--- config.mk ---
export PLATFORM = sky130hd
export DESIGN_NAME = i2s_tdm_tx_shifter_flat
export DESIGN_NICKNAME = d
export VERILOG_FILES = /design/src/rtl/i2s_tdm_tx_shifter_if.sv /design/src/rtl/i2s_tdm_tx_shifter.sv /design/src/flat_wrapper.sv
export SDC_FILE = /design/constraint.sdc
export NUM_CORES = 1
export LEC_CHECK = 0
export CAP_MARGIN = 40
export CORE_ASPECT_RATIO = 1.2
export CORE_MARGIN = 2
export CORE_UTILIZATION = 40
export DETAILED_ROUTE_END_ITERATION = 10
export GPL_TIMING_DRIVEN = 0
export SKIP_CTS_REPAIR_TIMING = 1
export SLEW_MARGIN = 20
export SYNTH_ARGS = -nofsm -noshare
export SYNTH_HDL_FRONTEND = slang
export SYNTH_SLANG_ARGS = --single-unit
--- constraint.sdc ---
create_clock -name clk -period 3.7 [get_ports clk]
set_clock_uncertainty 0.2 [all_clocks]
set_input_delay 0.555 -clock clk [delete_from_list [all_inputs] [get_ports clk]]
set_output_delay 0.555 -clock clk [all_outputs]
set_load 0.01 [all_outputs]
--- src/rtl/i2s_tdm_tx_shifter_if.sv ---
// Sample stream into the TDM/I2S shifter: MSB-aligned 32-bit samples, valid/ready.
// Master drives data and valid; slave returns ready.
interface i2s_tdm_tx_shifter_if;
    logic [31:0] s_tdata;
    logic        s_tvalid;
    logic        s_tready;

    modport master (output s_tdata, output s_tvalid, input  s_tready);
    modport slave  (input  s_tdata, input  s_tvalid, output s_tready);
endinterface

--- src/rtl/i2s_tdm_tx_shifter.sv ---
// Serialises held samples MSB-first into TDM slots, one bit per bit_en; first bit one cycle after load strobe.
// One-entry hold register: s_tready drops while a sample is held; empty active slots are zero and flag underflow.
module i2s_tdm_tx_shifter #(
    parameter int SLOT_WIDTH = 32,
    parameter int TDM_MAX    = 8
) (
    input  logic                 clk,
    input  logic                 rst,
    input  logic [5:0]           valid_word_width_real,
    input  logic [3:0]           tdm_num,
    input  logic                 bit_en,
    input  logic                 frame_sync,
    i2s_tdm_tx_shifter_if.slave  s_if,
    output logic                 sdata,
    output logic                 underflow,
    output logic                 busy
);
    localparam int CNT_W = $clog2(SLOT_WIDTH);

    typedef enum logic [1:0] {IDLE, WAIT_SYNC, SHIFT} state_t;

    state_t                state_q, state_d;
    logic [SLOT_WIDTH-1:0] shift_reg_q, shift_reg_d;
    logic [CNT_W-1:0]      bit_cnt_q, bit_cnt_d;
    logic [3:0]            slot_cnt_q, slot_cnt_d;
    logic [5:0]            width_l_q, width_l_d;
    logic [3:0]            tdm_l_q, tdm_l_d;
    logic [31:0]           hold_dat_q, hold_dat_d;
    logic                  hold_vld_q, hold_vld_d;
    logic                  underflow_q, underflow_d;
    logic                  busy_q, busy_d;

    logic        sync_stb;
    logic        slot_end;
    logic        hs;
    logic        do_load;
    logic [3:0]  tdm_clamped;
    logic [3:0]  tdm_eff;
    logic [5:0]  width_eff;
    logic [3:0]  slot_nxt;
    logic [31:0] width_mask;

    assign sync_stb      = bit_en && frame_sync;
    assign slot_end      = bit_en && (bit_cnt_q == CNT_W'(SLOT_WIDTH - 1));
    assign s_if.s_tready = !hold_vld_q && !rst;
    assign hs            = s_if.s_tvalid && s_if.s_tready;

    assign sdata     = shift_reg_q[SLOT_WIDTH-1];
    assign underflow = underflow_q;
    assign busy      = busy_q;

    always_comb begin
        tdm_clamped = tdm_num;
        if (tdm_num == 4'd0) begin
            tdm_clamped = 4'd1;
        end else if (tdm_num > 4'(TDM_MAX)) begin
            tdm_clamped = 4'(TDM_MAX);
        end
    end

    // A frame_sync load must use the config being latched on that same strobe.
    assign width_eff = sync_stb ? valid_word_width_real : width_l_q;
    assign tdm_eff   = sync_stb ? tdm_clamped : tdm_l_q;

    always_comb begin
        slot_nxt = 4'd0;
        if (!sync_stb) begin
            slot_nxt = (slot_cnt_q >= 4'(TDM_MAX)) ? 4'(TDM_MAX) : slot_cnt_q + 4'd1;
        end
    end

    always_comb begin
        width_mask = 32'hFFFF_FFFF;
        if (width_eff < 6'd32) begin
            width_mask = ~(32'hFFFF_FFFF >> width_eff);
        end
    end

    always_comb begin
        state_d     = state_q;
        shift_reg_d = shift_reg_q;
        bit_cnt_d   = bit_cnt_q;
        slot_cnt_d  = slot_cnt_q;
        width_l_d   = width_l_q;
        tdm_l_d     = tdm_l_q;
        hold_dat_d  = hold_dat_q;
        hold_vld_d  = hold_vld_q;
        underflow_d = 1'b0;
        do_load     = 1'b0;

        if (sync_stb) begin
            width_l_d = valid_word_width_real;
            tdm_l_d   = tdm_clamped;
        end

        case (state_q)
            IDLE: begin
                shift_reg_d = '0;
                if (valid_word_width_real != 6'd0) begin
                    state_d = WAIT_SYNC;
                end
            end
            WAIT_SYNC: begin
                shift_reg_d = '0;
                if (valid_word_width_real == 6'd0) begin
                    state_d = IDLE;
                end else if (sync_stb) begin
                    state_d = SHIFT;
                    do_load = 1'b1;
                end
            end
            SHIFT: begin
                if (sync_stb && valid_word_width_real == 6'd0) begin
                    state_d     = IDLE;
                    shift_reg_d = '0;
                    bit_cnt_d   = '0;
                    slot_cnt_d  = 4'd0;
                end else if (sync_stb || slot_end) begin
                    do_load = 1'b1;
                end else if (bit_en) begin
                    shift_reg_d = {shift_reg_q[SLOT_WIDTH-2:0], 1'b0};
                    bit_cnt_d   = bit_cnt_q + CNT_W'(1);
                end
            end
            default: state_d = IDLE;
        endcase

        if (do_load) begin
            bit_cnt_d  = '0;
            slot_cnt_d = slot_nxt;
            if (slot_nxt < tdm_eff) begin
                if (hold_vld_q) begin
                    shift_reg_d = SLOT_WIDTH'(hold_dat_q & width_mask) << (SLOT_WIDTH - 32);
                    hold_vld_d  = 1'b0;
                end else begin
                    shift_reg_d = '0;
                    underflow_d = 1'b1;
                end
            end else begin
                shift_reg_d = '0;
            end
        end

        // Applied after the consume so a same-cycle handshake refills the hold.
        if (hs) begin
            hold_dat_d = s_if.s_tdata;
            hold_vld_d = 1'b1;
        end

        busy_d = (state_d == SHIFT);
    end

    always_ff @(posedge clk) begin
        if (rst) begin
            state_q     <= IDLE;
            shift_reg_q <= '0;
            bit_cnt_q   <= '0;
            slot_cnt_q  <= 4'd0;
            width_l_q   <= 6'd0;
            tdm_l_q     <= 4'd0;
            hold_dat_q  <= 32'd0;
            hold_vld_q  <= 1'b0;
            underflow_q <= 1'b0;
            busy_q      <= 1'b0;
        end else begin
            state_q     <= state_d;
            shift_reg_q <= shift_reg_d;
            bit_cnt_q   <= bit_cnt_d;
            slot_cnt_q  <= slot_cnt_d;
            width_l_q   <= width_l_d;
            tdm_l_q     <= tdm_l_d;
            hold_dat_q  <= hold_dat_d;
            hold_vld_q  <= hold_vld_d;
            underflow_q <= underflow_d;
            busy_q      <= busy_d;
        end
    end
endmodule

--- src/flat_wrapper.sv ---
// flat-port wrapper written by rule: the top's interface ports become plain ports
module i2s_tdm_tx_shifter_flat 
#(
    parameter int SLOT_WIDTH = 32,
    parameter int TDM_MAX    = 8
)
  (clk, rst, valid_word_width_real, tdm_num, bit_en, frame_sync, sdata, underflow, busy, s_if_s_tdata, s_if_s_tvalid, s_if_s_tready);
  i2s_tdm_tx_shifter_if s_if_i ();
  input  logic clk;
  input  logic rst;
  input  logic [5:0] valid_word_width_real;
  input  logic [3:0] tdm_num;
  input  logic bit_en;
  input  logic frame_sync;
  output logic sdata;
  output logic underflow;
  output logic busy;
  input wire logic [$bits(s_if_i.s_tdata)-1:0] s_if_s_tdata;
  input wire logic [$bits(s_if_i.s_tvalid)-1:0] s_if_s_tvalid;
  output wire logic [$bits(s_if_i.s_tready)-1:0] s_if_s_tready;
  assign s_if_i.s_tdata = s_if_s_tdata;
  assign s_if_i.s_tvalid = s_if_s_tvalid;
  assign s_if_s_tready = s_if_i.s_tready;
  i2s_tdm_tx_shifter #(.SLOT_WIDTH(SLOT_WIDTH), .TDM_MAX(TDM_MAX)) u_core (.clk(clk), .rst(rst), .valid_word_width_real(valid_word_width_real), .tdm_num(tdm_num), .bit_en(bit_en), .frame_sync(frame_sync), .s_if(s_if_i), .sdata(sdata), .underflow(underflow), .busy(busy));
endmodule
== Yosys cells after proc, flatten, opt, wreduce, memory -nomap -nowiden ==
Index checks and enable logic that the tools add are counted.

* Mux-type cells: 34
* Shift operators: 1
* Add/sub/neg operators: 2
* Eq/ne operators: 7
* Magnitude comparators: 4
* Reductions and logical operators: 25
* Bitwise operators: 4

{| class="wikitable"
|+ Operator list
! kind !! count
|-
| $mux 32 || 7
|-
| $pmux 32 s2 || 1
|-
| $and 32x32->32 || 1
|-
| $mux 4 || 8
|-
| $not 32->32 || 1
|-
| $shr 32x6->32 const A || 1
|-
| $mux 5 || 3
|-
| $reduce_bool 2->1 || 5
|-
| $mux 1 || 8
|-
| $mux 2 || 4
|-
| $ne 4x2->1 const B || 2
|-
| $logic_not 6->1 || 1
|-
| $lt 6x6->1 const B || 1
|-
| $mux 6 || 1
|-
| $pmux 2 s3 || 1
|-
| $reduce_and 3->1 || 2
|-
| $reduce_bool 6->1 || 1
|-
| $add 5x1->5 const B || 1
|-
| $eq 5x5->1 const B || 1
|-
| $logic_and 1x1->1 || 5
|-
| $add 4x1->4 const B || 1
|-
| $eq 2x2->1 const B || 2
|-
| $ge 4x4->1 const B || 1
|-
| $gt 4x4->1 const B || 1
|-
| other kinds (13) || 17
|}

* Input bits: 47
* Word-level logic and storage cells: 87
* Flip-flop bits (word level): 88

== Longest topological paths before layout ==
Gate-level depths: netlist of the first run.

* Depth after elaboration: 9
* Mapped depth: 13

== Least setup slack after synthesis of the first run ==
OpenSTA, ideal clock, no wires.

* Kind: input to register
* From: input bit_en
* To: register u_core.shift_reg_q[16]
* Arrival: 2.665 ns
* Setup time: 0.086 ns
* Stages on the path: 13
* Slack: 0.749 ns
* Path through: buf_4 -> and2_4 -> buf_6 -> buf_2 -> nor3_1 -> ha_1 -> a21o_1 -> a21oi_1 -> and4_4 -> buf_6 -> buf_12 -> a32oi_1 -> a211oi_1

* Longest elaborated chain between the ends: 9

{| class="wikitable"
|+ Ends and longest elaborated chain
! item !! line !! source
|-
| start: declaration || flat_wrapper.sv:13 || <nowiki>input logic bit_en;</nowiki>
|-
| $logic_and 1x1->1 || i2s_tdm_tx_shifter.sv:43 || <nowiki>assign sync_stb = bit_en && frame_sync;</nowiki>
|-
| $mux 6 || i2s_tdm_tx_shifter.sv:62 || <nowiki>assign width_eff = sync_stb ? valid_word_width_real : width_l_q;</nowiki>
|-
| $shr 32x6->32 || i2s_tdm_tx_shifter.sv:75 || <nowiki>width_mask = ~(32'hFFFF_FFFF >> width_eff);</nowiki>
|-
| $not 32->32 || i2s_tdm_tx_shifter.sv:75 ||
|-
| $mux 32 || i2s_tdm_tx_shifter.sv:74 || <nowiki>if (width_eff < 6'd32) begin</nowiki>
|-
| $and 32x32->32 || i2s_tdm_tx_shifter.sv:133 || <nowiki>shift_reg_d = SLOT_WIDTH'(hold_dat_q & width_mask) << (SLOT_WIDTH - 32);</nowiki>
|-
| $mux 32 || i2s_tdm_tx_shifter.sv:132 || <nowiki>if (hold_vld_q) begin</nowiki>
|-
| $mux 32 || i2s_tdm_tx_shifter.sv:131 || <nowiki>if (slot_nxt < tdm_eff) begin</nowiki>
|-
| $mux 32 || i2s_tdm_tx_shifter.sv:128 || <nowiki>if (do_load) begin</nowiki>
|-
| end signal: assignment || i2s_tdm_tx_shifter.sv:167 || <nowiki>shift_reg_q <= shift_reg_d;</nowiki>
|-
| end: declaration || i2s_tdm_tx_shifter.sv:23 || <nowiki>logic [SLOT_WIDTH-1:0] shift_reg_q, shift_reg_d;</nowiki>
|}

Parallel ways exist; a longest one is shown, timed or not.
A chain may end at the register's enable or synchronous reset.

== Final worst setup path of the first run ==
* From: input bit_en
* To: register u_core.shift_reg_q[6]

Same word-level chain as after synthesis.

==> impl_metrics.json, run 1 <==
{
  "cpMostUsedCell": "buf_6",
  "relSlewSlack_pct": 46.7,
  "path_cells": "buf_4, and2_4, buf_6, buf_2, nor3_1, ha_1, a21o_1, a21oi_1, and4_4, buf_6, buf_6, o2111ai_1, a211oi_1",
  "finalSetupTns_ps": 0,
  "first_pass_iters": 6,
  "ir_worst_vdd_uv": 222,
  "synth_top_area_share_pct": 42.1,
  "critPathRequiredTime_ps": 3730,
  "worstSetupStartpointType": "primary input",
  "setup-violations-final": 0,
  "fillers": 1021,
  "synth_edf_count": 0,
  "die_w_um": 97.4,
  "clk_latency_ps": 330,
  "crit_fanout": 10,
  "synth_top_family_by_area": "compound AO/OA/AOI/OAI gates",
  "syn_nets": 569,
  "grt.total_usage_pct": 21.4,
  "cts_buffers": 9,
  "rsz0062_at_grt": "false",
  "antennaDiodeCount": 0,
  "synthAdderAreaFrac_pct": 3.29,
  "vias": 3929,
  "initial_core_util_pct": 41.4,
  "cts_buffer_depth": 2,
  "first_iter_violations": 267,
  "synth_area_mm2": 0.00418,
  "root_buffer": "clkbuf_16",
  "p_leak_nw": 1.92,
  "core_area_mm2": 0.0101,
  "synth_cells": 511,
  "slowest_stage": "nor3_1",
  "timing.fmax_ghz": 0.321,
  "yosysSeqAreaShare_pct": 42.1,
  "whs_ps": 260,
  "dp_hpwl_um": 8820,
  "dieArea_mm2": 0.0113,
  "final_min_period_over_clock_period_pct": 84.1,
  "layout_common_cells": "nand2_1 (99), dfxtp_1 (88), nor2_1 (53), clkdlybuf4s50_1 (48), o21ai_0 (41)",
  "async_flop_share_pct": 0,
  "power_density_mw_per_mm2": 414,
  "grt_pass1_wl_um": 19200,
  "synth_compound_area_share_pct": 23.2,
  "drt-total-wl_um": 11700,
  "clk_pin_slew_ps": 60,
  "avgSynthCellArea_um2": 8.19,
  "drc": 0,
  "ant_nets": 0,
  "ys_ff_latch": 88,
  "hp-class": "flop to flop",
  "grt_max_degree": 14,
  "status": "complete, no violations",
  "synth_cell_type_count": 54,
  "yosys.area.top_type": "dfxtp_1",
  "cap_violations": 0,
  "cts_tree": "built",
  "cp_slowest_stage_delay_ps": 340,
  "synthTopCellsByArea": "dfxtp_1 (42%), nand2_1 (8.9%), o21ai_0 (4.9%), nor2_1 (4.8%), a211oi_1 (4.7%)",
  "maxSlewViolCount": 0,
  "rows": 40,
  "fp.dieH_um": 116,
  "muxShareOfSynthArea_pct": 2.21,
  "grt_overflow": 0,
  "finalHoldViolations": 0,
  "gp_congestion": 0.915,
  "antenna_found_initial": 0,
  "period_needed_ps": 3110,
  "wl_per_cell_um": 16.8,
  "grt_pass1_vias": 3761,
  "cts_max_level": 3,
  "synthFlopType": "dfxtp_1",
  "synth_warnings": 0,
  "cp.arrival_ps": 3140,
  "vias_per_cell": 5.62,
  "synth_xor_area_share_pct": 0.628,
  "port_buffers": 48,
  "synth-simple-area-share_pct": 22.7,
  "area_growth_syn_to_layout_pct": 21.5,
  "layout.nets": 628,
  "drive_gt1_share_pct": 8.20,
  "layout_commonest_cell": "nand2_1",
  "worstMarginPinSlew_ps": 777,
  "boundaryPins": 51,
  "end_kind": "flop",
  "clock-sinks": 88,
  "path_class": "primary input to flop"
}
path summary, 6_finish.rpt:
kind	from	end	slack, ps	cells after the start
worst max-delay path	bit_en	u_core.shift_reg_q[6]$_SDFFE_PP0P_	590	13
worst min-delay path	u_core.hold_dat_q[23]$_SDFFE_PP0P_	u_core.hold_dat_q[23]$_SDFFE_PP0P_	260	2
worst max register to register	u_core.slot_cnt_q[0]$_SDFFE_PP0P_	u_core.shift_reg_q[6]$_SDFFE_PP0P_	780	11
worst min register to register	u_core.hold_dat_q[23]$_SDFFE_PP0P_	u_core.hold_dat_q[23]$_SDFFE_PP0P_	260	2
report_power, final:
group / internal (W) / total (W) / switching, W
Sequential: 0.000990 / 0.00102 / 0.0000283
Clock: 0.000462 / 0.000818 / 0.000356
Combinational: 0.000113 / 0.000270 / 0.000157
logic make-up (layout without fill, tap and decap cells):
group / count (synthesis) / in the layout
and+or+nand+nor: 207 / 207
AOI/OAI and AO/OA: 150 / 150
DFF: 88 / 88
buffers and inverters: 43 / 105
adders and majority gates: 11 / 11
muxes: 9 / 9
xor gates and xnor gates: 3 / 3
cell type report:
class | count | area [µm²] | share of cell area [%]
clock buffers | 10 | 239 | 4.70
repair buffers | 48 | 480 | 9.45
plain buffers | 36 | 220 | 4.33
inverters | 7 | 26.3 | 0.517
well taps | 126 | 158 | 3.10
multi-input cells | 380 | 2170 | 42.8
flip-flops and latches | 88 | 1760 | 34.7
clock inverters | 4 | 22.5 | 0.443
worst max-delay path: cells and delay by family:
family / cells / cell delay, ps
buffers and inverters: 5 / 780
AOI/OAI and AO/OA: 4 / 750
and+or+nand+nor: 3 / 730
adders and majority gates: 1 / 320
Yosys cell counts, types with 8 or more instances:
cell type	instances
ha_1	11
nand2_1	99
o21ai_0	41
nand3_1	8
a211oi_1	26
a21oi_1	37
dfxtp_1	88
nor2_1	53
o211ai_1	8
nand4_1	12
clkbuf_1	17
a22oi_1	8
routing by layer:
layer | routed length (µm) | global-route usage [%] | up-vias | part of all wire [%]
met5 | 0 | 0 | - | 0
li1 | - | - | 1931 | -
met3 | 558 | 4.46 | 31 | 4.8
met1 | 5120 | 26.1 | 1831 | 44
met4 | 417 | 8.80 | 0 | 3.5
met2 | 5650 | 37.2 | 136 | 48
flip-flops by register name (all words and copies together), names as in the netlist:
| signal | count |
|---|---|
| u_core.bit_cnt_q | 5 |
| u_core.busy | 1 |
| u_core.hold_dat_q | 32 |
| u_core.hold_vld_q | 1 |
| u_core.shift_reg_q | 32 |
| u_core.slot_cnt_q | 4 |
| u_core.state_q | 2 |
| u_core.tdm_l_q | 4 |
| u_core.underflow | 1 |
| u_core.width_l_q | 6 |
through the flow:
stage	setup WS [ps]	std cells	utilization, %	area (µm²)	total power [W]
detailed placement	311	685	47.7	4820	0.00131
floorplan	749	511	-	4180	0.00119
global placement	363	685	47.7	4820	0.00130
global route	471	699	50.3	5080	0.00220
finish	589	699	50.3	5080	0.00211
CTS	656	699	50.3	5080	0.00212
(Power assumes the default switching activity.)
==> run 2: changes to the inputs <==
Clock period 3.7 ns to 3.2 ns, I/O delays scaled along.
==> results of run 2 <==
The final DEF is identical to that of run 1. Status: complete, no violations.
Main changes from that run: setup slack after placement 311 ps -> -114 ps; setup slack after layout 589 ps -> 164 ps; register-to-register setup slack 780 ps -> 280 ps; total power 0.00211 W -> 0.00244 W; worst IR drop on VDD 222 µV -> 256 µV
